===== config.mk =====
export PLATFORM = sky130hd
export DESIGN_NAME = keypad_scanner
export DESIGN_NICKNAME = d
export VERILOG_FILES = /design/src/rtl/keypad_pkg.sv /design/src/rtl/key_debounce.sv /design/src/rtl/keypad_scanner.sv
export SDC_FILE = /design/constraint.sdc
export NUM_CORES = 1
export LEC_CHECK = 0
export ABC_AREA = 1
export CAP_MARGIN = 10
export CORE_MARGIN = 2
export CORE_UTILIZATION = 58
export CTS_CLUSTER_SIZE = 40
export DETAILED_ROUTE_END_ITERATION = 8
export DONT_BUFFER_PORTS = 1
export HOLD_SLACK_MARGIN = 0.02
export PLACE_DENSITY = 0.78
export RECOVER_POWER = 100
export SETUP_SLACK_MARGIN = 0.5
export SYNTH_ARGS = -nofsm -noshare
export SYNTH_HDL_FRONTEND = slang
export SYNTH_HIERARCHICAL = 1
export SYNTH_SLANG_ARGS = --single-unit

===== constraint.sdc =====
create_clock -name clk -period 3.4 [get_ports clk]
set_input_delay 0.68 -clock clk [delete_from_list [all_inputs] [get_ports clk]]
set_output_delay 0.68 -clock clk [all_outputs]
set_load 0.02 [all_outputs]

===== src/rtl/keypad_pkg.sv =====
// Shared constants and types for the 4x4 hex keypad scanner.
// Physical position index is 4*row + col; KEY_MAP turns it into the hex key number.
package keypad_pkg;

    localparam int unsigned NUM_ROWS = 4;
    localparam int unsigned NUM_COLS = 4;
    localparam int unsigned NUM_KEYS = NUM_ROWS * NUM_COLS;

    // Entry 15 is listed first; rows read r3 .. r0, columns c3 .. c0.
    localparam logic [15:0][3:0] KEY_MAP = '{
        4'hF, 4'hB, 4'h0, 4'hA,
        4'hE, 4'h9, 4'h8, 4'h7,
        4'hD, 4'h6, 4'h5, 4'h4,
        4'hC, 4'h3, 4'h2, 4'h1
    };

    typedef enum logic [1:0] {
        DRIVE  = 2'd0,
        SAMPLE = 2'd1,
        COMMIT = 2'd2
    } scan_state_t;

endpackage


===== src/rtl/key_debounce.sv =====
// Single-key debounce cell: holds the stable state and a 4-bit disagreement counter,
// updated only on frame commit. stable_next exposes the value stable takes at the next edge.
module key_debounce #(
    parameter int unsigned DEBOUNCE_SCANS = 4
) (
    input  logic clk,
    input  logic reset,
    input  logic raw,
    input  logic commit,
    output logic stable,
    output logic stable_next
);

    localparam logic [3:0] CNT_LAST = 4'(DEBOUNCE_SCANS - 1);

    logic [3:0] cnt;
    logic [3:0] cnt_next;

    always_comb begin
        stable_next = stable;
        cnt_next    = cnt;
        if (commit) begin
            if (raw == stable) begin
                cnt_next = '0;
            end else if (cnt == CNT_LAST) begin
                stable_next = ~stable;
                cnt_next    = '0;
            end else begin
                cnt_next = cnt + 4'd1;
            end
        end
    end

    always_ff @(posedge clk or posedge reset) begin
        if (reset) begin
            stable <= 1'b0;
            cnt    <= '0;
        end else begin
            stable <= stable_next;
            cnt    <= cnt_next;
        end
    end

endmodule


===== src/rtl/keypad_scanner.sv =====
// 4x4 hex keypad scanner: drives one row at a time, samples synchronised columns,
// and commits a debounced 16-bit key map once per frame.
module keypad_scanner
    import keypad_pkg::*;
#(
    parameter int unsigned SETTLE_CYCLES  = 64,
    parameter int unsigned DEBOUNCE_SCANS = 4
) (
    input  logic        clk,
    input  logic        reset,
    output logic [3:0]  row_n,
    input  logic [3:0]  col_n,
    output logic [15:0] keypad_matrix,
    output logic        scan_done,
    output logic        any_pressed
);

    localparam logic [9:0] SETTLE_LAST = 10'(SETTLE_CYCLES - 1);
    localparam logic [1:0] LAST_ROW    = 2'(NUM_ROWS - 1);

    scan_state_t state;
    logic [1:0]  row;
    logic [9:0]  settle_cnt;
    logic [3:0]  col_meta;
    logic [3:0]  col_sync;
    logic [15:0] raw;
    logic [15:0] raw_hex;
    logic [15:0] stable_next;
    logic        commit;

    assign commit = (state == COMMIT);

    always_ff @(posedge clk or posedge reset) begin
        if (reset) begin
            col_meta <= '1;
            col_sync <= '1;
        end else begin
            col_meta <= col_n;
            col_sync <= col_meta;
        end
    end

    always_ff @(posedge clk or posedge reset) begin
        if (reset) begin
            state      <= DRIVE;
            row        <= '0;
            settle_cnt <= '0;
            raw        <= '0;
            scan_done  <= 1'b0;
        end else begin
            scan_done <= commit;
            case (state)
                DRIVE: begin
                    if (settle_cnt == SETTLE_LAST) begin
                        settle_cnt <= '0;
                        state      <= SAMPLE;
                    end else begin
                        settle_cnt <= settle_cnt + 10'd1;
                    end
                end
                SAMPLE: begin
                    raw[{row, 2'b00} +: 4] <= ~col_sync;
                    if (row == LAST_ROW) begin
                        state <= COMMIT;
                    end else begin
                        row   <= row + 2'd1;
                        state <= DRIVE;
                    end
                end
                COMMIT: begin
                    row   <= '0;
                    state <= DRIVE;
                end
                default: state <= DRIVE;
            endcase
        end
    end

    // Gated by reset so the rows release immediately, before any clock edge.
    always_comb begin
        row_n = '1;
        if (!reset && state != COMMIT) begin
            row_n[row] = 1'b0;
        end
    end

    always_comb begin
        raw_hex = '0;
        for (int unsigned p = 0; p < NUM_KEYS; p++) begin
            raw_hex[KEY_MAP[p[3:0]]] = raw[p[3:0]];
        end
    end

    for (genvar k = 0; k < 16; k++) begin : g_key
        key_debounce #(
            .DEBOUNCE_SCANS(DEBOUNCE_SCANS)
        ) u_key (
            .clk        (clk),
            .reset      (reset),
            .raw        (raw_hex[k]),
            .commit     (commit),
            .stable     (keypad_matrix[k]),
            .stable_next(stable_next[k])
        );
    end

    always_ff @(posedge clk or posedge reset) begin
        if (reset) begin
            any_pressed <= 1'b0;
        end else begin
            any_pressed <= |stable_next;
        end
    end

endmodule


[After elaboration in Yosys (flattened, before gate mapping)]
Cells that the tools add are included.
W data, S select, Z words.
Storage, ports and cells
  register bits after elaboration: 120
  input port bits: 6
  output and inout bits: 22
  logic and storage cells: 217
Cells by class
  add/sub/neg operators: 19
  order comparisons: 2
  equality and inequality tests: 39
  shift operators: 2
  multiplexer cells: 90
  bitwise operators: 18
  reductions and logical operators: 7
Operators by type and width (number)
  $mux W4: 33
  $add A4 B1 Y4 const B: 16
  $eq A4 B2 Y1 const B: 16
  $mux W1: 49
  $bwmux W16: 1
  $eq A1 B1 Y1: 16
  $not A1 Y1: 16
  $reduce_or A16 Y1: 1
  $shift A4 B6 Y16 const A: 1
  $shiftx A4 B6 Y16: 1
  $add A10 B1 Y10 const B: 1
  $eq A10 B6 Y1 const B: 1
  $mux W10: 1
  $not A4 Y4: 2
  $pmux W2 S2: 2
  $mux W2: 3
  $ne A2 B2 Y1 const B: 3
  $neg A4 Y6: 1
  $eq A2 B2 Y1 const B: 2
  $lt A2 B3 Y1 const B: 1
  $add A2 B1 Y2 const B: 1
  $demux W1 S2: 1
  $eq A2 B1 Y1 const B: 1
  $ge A2 B1 Y1 const B: 1
  other kinds (5): 6

[Logic depth before layout (Yosys ltp)]
  depth after elaboration: 6
  depth in mapped cells: 9
  mapped depth without buffers: 9

[Hierarchy]
Netlist, hierarchy kept.
Modules (own cells, without submodules)
  key_debounce: instances 16, cells an instance 40, area each 296.5 µm², seq. area each 125.1 µm²
  keypad_scanner: instances 1, cells an instance 210, area each 1829.3 µm², seq. area each 1011.0 µm²

[Least setup slack after synthesis]
No wires, ideal clock.
  path type: register to output
  start: reg state[1]
  end: out row_n[0]
  arrival time: 2.947 ns
  required time: 2.720 ns
  setup slack: -0.227 ns
  cell stages (with the launch flop): 5
  buffers on the path: 0
  path through: dfrtp_1 -> inv_2 -> nor2_1 -> nor2_1 -> nand2_1
Between the ends
  longest elaborated chain between the ends: 3
RTL lines
  start, declared: RTL line keypad_scanner.sv:21  | scan_state_t state;
  start signal, assigned: RTL line keypad_scanner.sv:45  | state <= DRIVE;
  start signal, assigned: RTL line keypad_scanner.sv:56  | state <= SAMPLE;
  start signal, assigned: RTL line keypad_scanner.sv:64  | state <= COMMIT;
  $ne A2 B2 Y1: RTL line keypad_scanner.sv:82  | if (!reset && state != COMMIT) begin
  $logic_and A1 B1 Y1: RTL line keypad_scanner.sv:82
  $mux W4: RTL line keypad_scanner.sv:82
  end, declared: RTL line keypad_scanner.sv:11  | output logic [3:0] row_n,
No other way between the ends.

[Final worst setup path]
  start: reg state[1]
  end: out row_n[3]
The elaborated chain is that of the path after synthesis.

==> run_results.csv <==
group,metric,value,unit
yosys,syn_area,6570,um2
layout,drive_above_1_share,12.2,%
global_routing,grt_max_degree,41,
routing,wl_per_cell,13.2,um
yosys,syn_inst,850,
clocking,cts.sink_count,120,
routing,dr.first_iter.drc_count,369,
worst_setup_path,crit_fanout,15,
sta,fin_setup_tns,0,ns
sta,finalClockSkew,0.00564,ns
floorplan,start_util,60.1,%
status,failed_checks,"max-capacitance violations, max-slew violations",
sta,slew_headroom,-36.8,%
global_routing,grt_usage,23.4,%
worst_setup_path,crit_path_end_kind,"output port",
layout,multi_input_area,2710,um2
layout,diodes,0,
sta,grt_setup_unrepaired,"no",
global_routing,overflow,0,
place,dp_hpwl,9.87,mm
place,place_congestion,0.933,
sta,setup_viol,0,
place,numPortBuffers,0,
yosys,ys_seq_area_share,45.8,%
global_routing,antenna_found_initial,0,
yosys,syn_nets,878,
yosys,avgSynthCellArea,7.73,um2
layout,fin_nets,898,
yosys,ys_seq_elements,120,
routing,drc,0,
clocking,clock_path_buffers,2,
layout,layout_commonest_cell,"nand2_1",
worst_setup_path,start_kind,"register",
power_and_ir_drop,p_total,0.00331,W
layout,fill_cells,893,
worst_setup_path,worst-r2r-setup-slack,1.41,ns
power_and_ir_drop,power_density,462,nW/um2
routing,firstDrtPassIters,5,
clocking,cts-hold-fix-buffers,0,
floorplan,ios,28,
clocking,cts_resized,0,
power_and_ir_drop,ir_drop,0.345,mV
yosys,yosys_warnings,6,
floorplan,die_h,110,um
worst_setup_path,rr_startpoint,"state[1]$_DFFE_PP0P_",
worst_setup_path,reg2reg_to,"any_pressed$_DFF_PP0_",
clocking,clkTransAtPathRegs,0.05,ns
layout,final_core_util,65.5,%
routing,via_count,5339,
clocking,tritoncts,"built",
worst_setup_path,arrival,1.62,ns
yosys,yosysUniqueCellTypes,22,
sta,maxSlewViolCount,41,
clocking,post_cts_buffers,0,
sta,fin_crit_sh,67.7,%
worst_setup_path,reg2regPathDepth,9,
routing,drtAntennaViolNets,0,
clocking,numCtsBuffers,17,
routing,drt-total-wl,13.5,mm
status,outcome,"complete, but fails checks",
global_routing,first_global_vias,5373,
floorplan,core,10900,um2
clocking,h-tree-depth,4,
job,max-cap-violations,1,
worst_setup_path,worstPathRequired,2.72,ns
routing,viasPerCell,5.22,
sta,hold_violations,0,
floorplan,dieArea,12200,um2
worst_setup_path,crit_type,"reg -> out",
sta,clock.fmax,0.434,GHz
clocking,clk_latency,0.42,ns
global_routing,grt_pass1_wl,23.5,mm
sta,tightest_slew,2.05,ns
layout,ff_latch_area,3010,um2
layout,area_delta_synth_final,8.95,%
hold_path,min_path_type,"in -> async",
clocking,root_buffer,"clkbuf_16",
layout,mostFrequentLayoutCells,"297 x nand2_1, 134 x inv_1, 112 x dfrtp_1, 61 x nand3_1, 53 x o21ai_0",
floorplan,die_x,110,um
power_and_ir_drop,p_leak,3.94,nW
sta,layout_min_cycle_time,2.30,ns
floorplan,rows,38,
[power by group]
group          switching [W]  internal [W]
logic              0.0000288    0.00000290
registers         0.00000265       0.00144
clock network       0.000614       0.00122
[layout make-up]
class | count | share of cell area (%)
Multi-Input combinational cell | 562 | 37.9
Inverter | 167 | 8.75
Timing Repair Buffer | 2 | 0.332
Clock inverter | 8 | 1.64
Clock buffer | 24 | 6.87
Sequential cell | 120 | 42.1
Tap cell | 140 | 2.45
[state kept, by name, summed over array words and instances (netlist names)]
register            count
any_pressed             1
col_meta                4
col_sync                4
g_key.u_key/cnt        64
g_key.u_key/stable     16
raw                    16
row                     2
scan_done               1
settle_cnt             10
state                   2
[through the flow]
step	area, um2	setup slack (ns)	hold WS, ns	instances
2_1_floorplan	6580	0.596	0.345	850
3_3_place_gp	6780	1.44	0.358	991
3_5_place_dp	6780	1.39	0.354	991
4_1_cts	7390	1.06	0.0322	1023
5_1_grt	7160	0.806	0.0464	1023
6_report	7160	1.10	0.0458	1023
[logic make-up (layout without fill, tap and decap cells)]
group,Yosys count,after routing,share of synthesized area (%)
AO/OA/AOI/OAI,56,56,4.32
XOR/XNOR,18,18,2.40
adder cells (fa/ha/maj),22,22,4.19
buffers and inverters,168,201,9.61
flip-flops,120,120,45.8
AND/OR/NAND/NOR,466,466,33.7
[worst max-delay path: stages, from the launching register on]
cell	delay, ns
dfrtp_1	0.40
inv_1	0.13
nor2_4	0.34
nor2_1	0.14
nand2_1	0.20
[cell usage after synthesis]
library cell	number	share of area [%]
nand4_1	21	2.0
clkbuf_2	1	0.076
nand2_2	19	1.8
nor2_1	26	1.5
nand3b_1	4	0.46
o22ai_1	1	0.095
nor2_2	18	1.7
nor3_1	1	0.076
o21ai_0	18	1.4
dfstp_2	8	3.2
nand2_1	296	17
nand3_1	45	3.4
or2_2	1	0.095
dfrtp_1	112	43
ha_1	22	4.2
inv_2	34	1.9
nor2_4	19	3.3
nand3_2	16	2.4
inv_1	133	7.6
xor2_1	18	2.4
o21bai_1	1	0.11
o21ai_1	36	2.7
[worst max-delay path by stage]
stage	startpoint	end	slack, ns
final	state[1]$_DFFE_PP0P_	row_n[3]	1.10
after global routing	reset	settle_cnt[6]$_DFFE_PP0N_	0.81
after CTS	state[1]$_DFFE_PP0P_	row_n[0]	1.06
after detailed placement	state[1]$_DFFE_PP0P_	any_pressed$_DFF_PP0_	1.39
after global placement	state[1]$_DFFE_PP0P_	any_pressed$_DFF_PP0_	1.44
after floorplan	state[1]$_DFFE_PP0P_	row_n[0]	0.60
[routing by layer]
| metal | vias to the layer above | global-route usage [%] | part of all wire, % |
|---|---|---|---|
| li1 | 2648 | - | - |
| met1 | 2541 | 27.2 | 42 |
| met2 | 118 | 40.9 | 51 |
| met3 | 32 | 5.76 | 4.1 |
| met4 | 0 | 10.9 | 2.7 |
| met5 | - | 0 | 0 |
(Power assumes the default switching activity.)
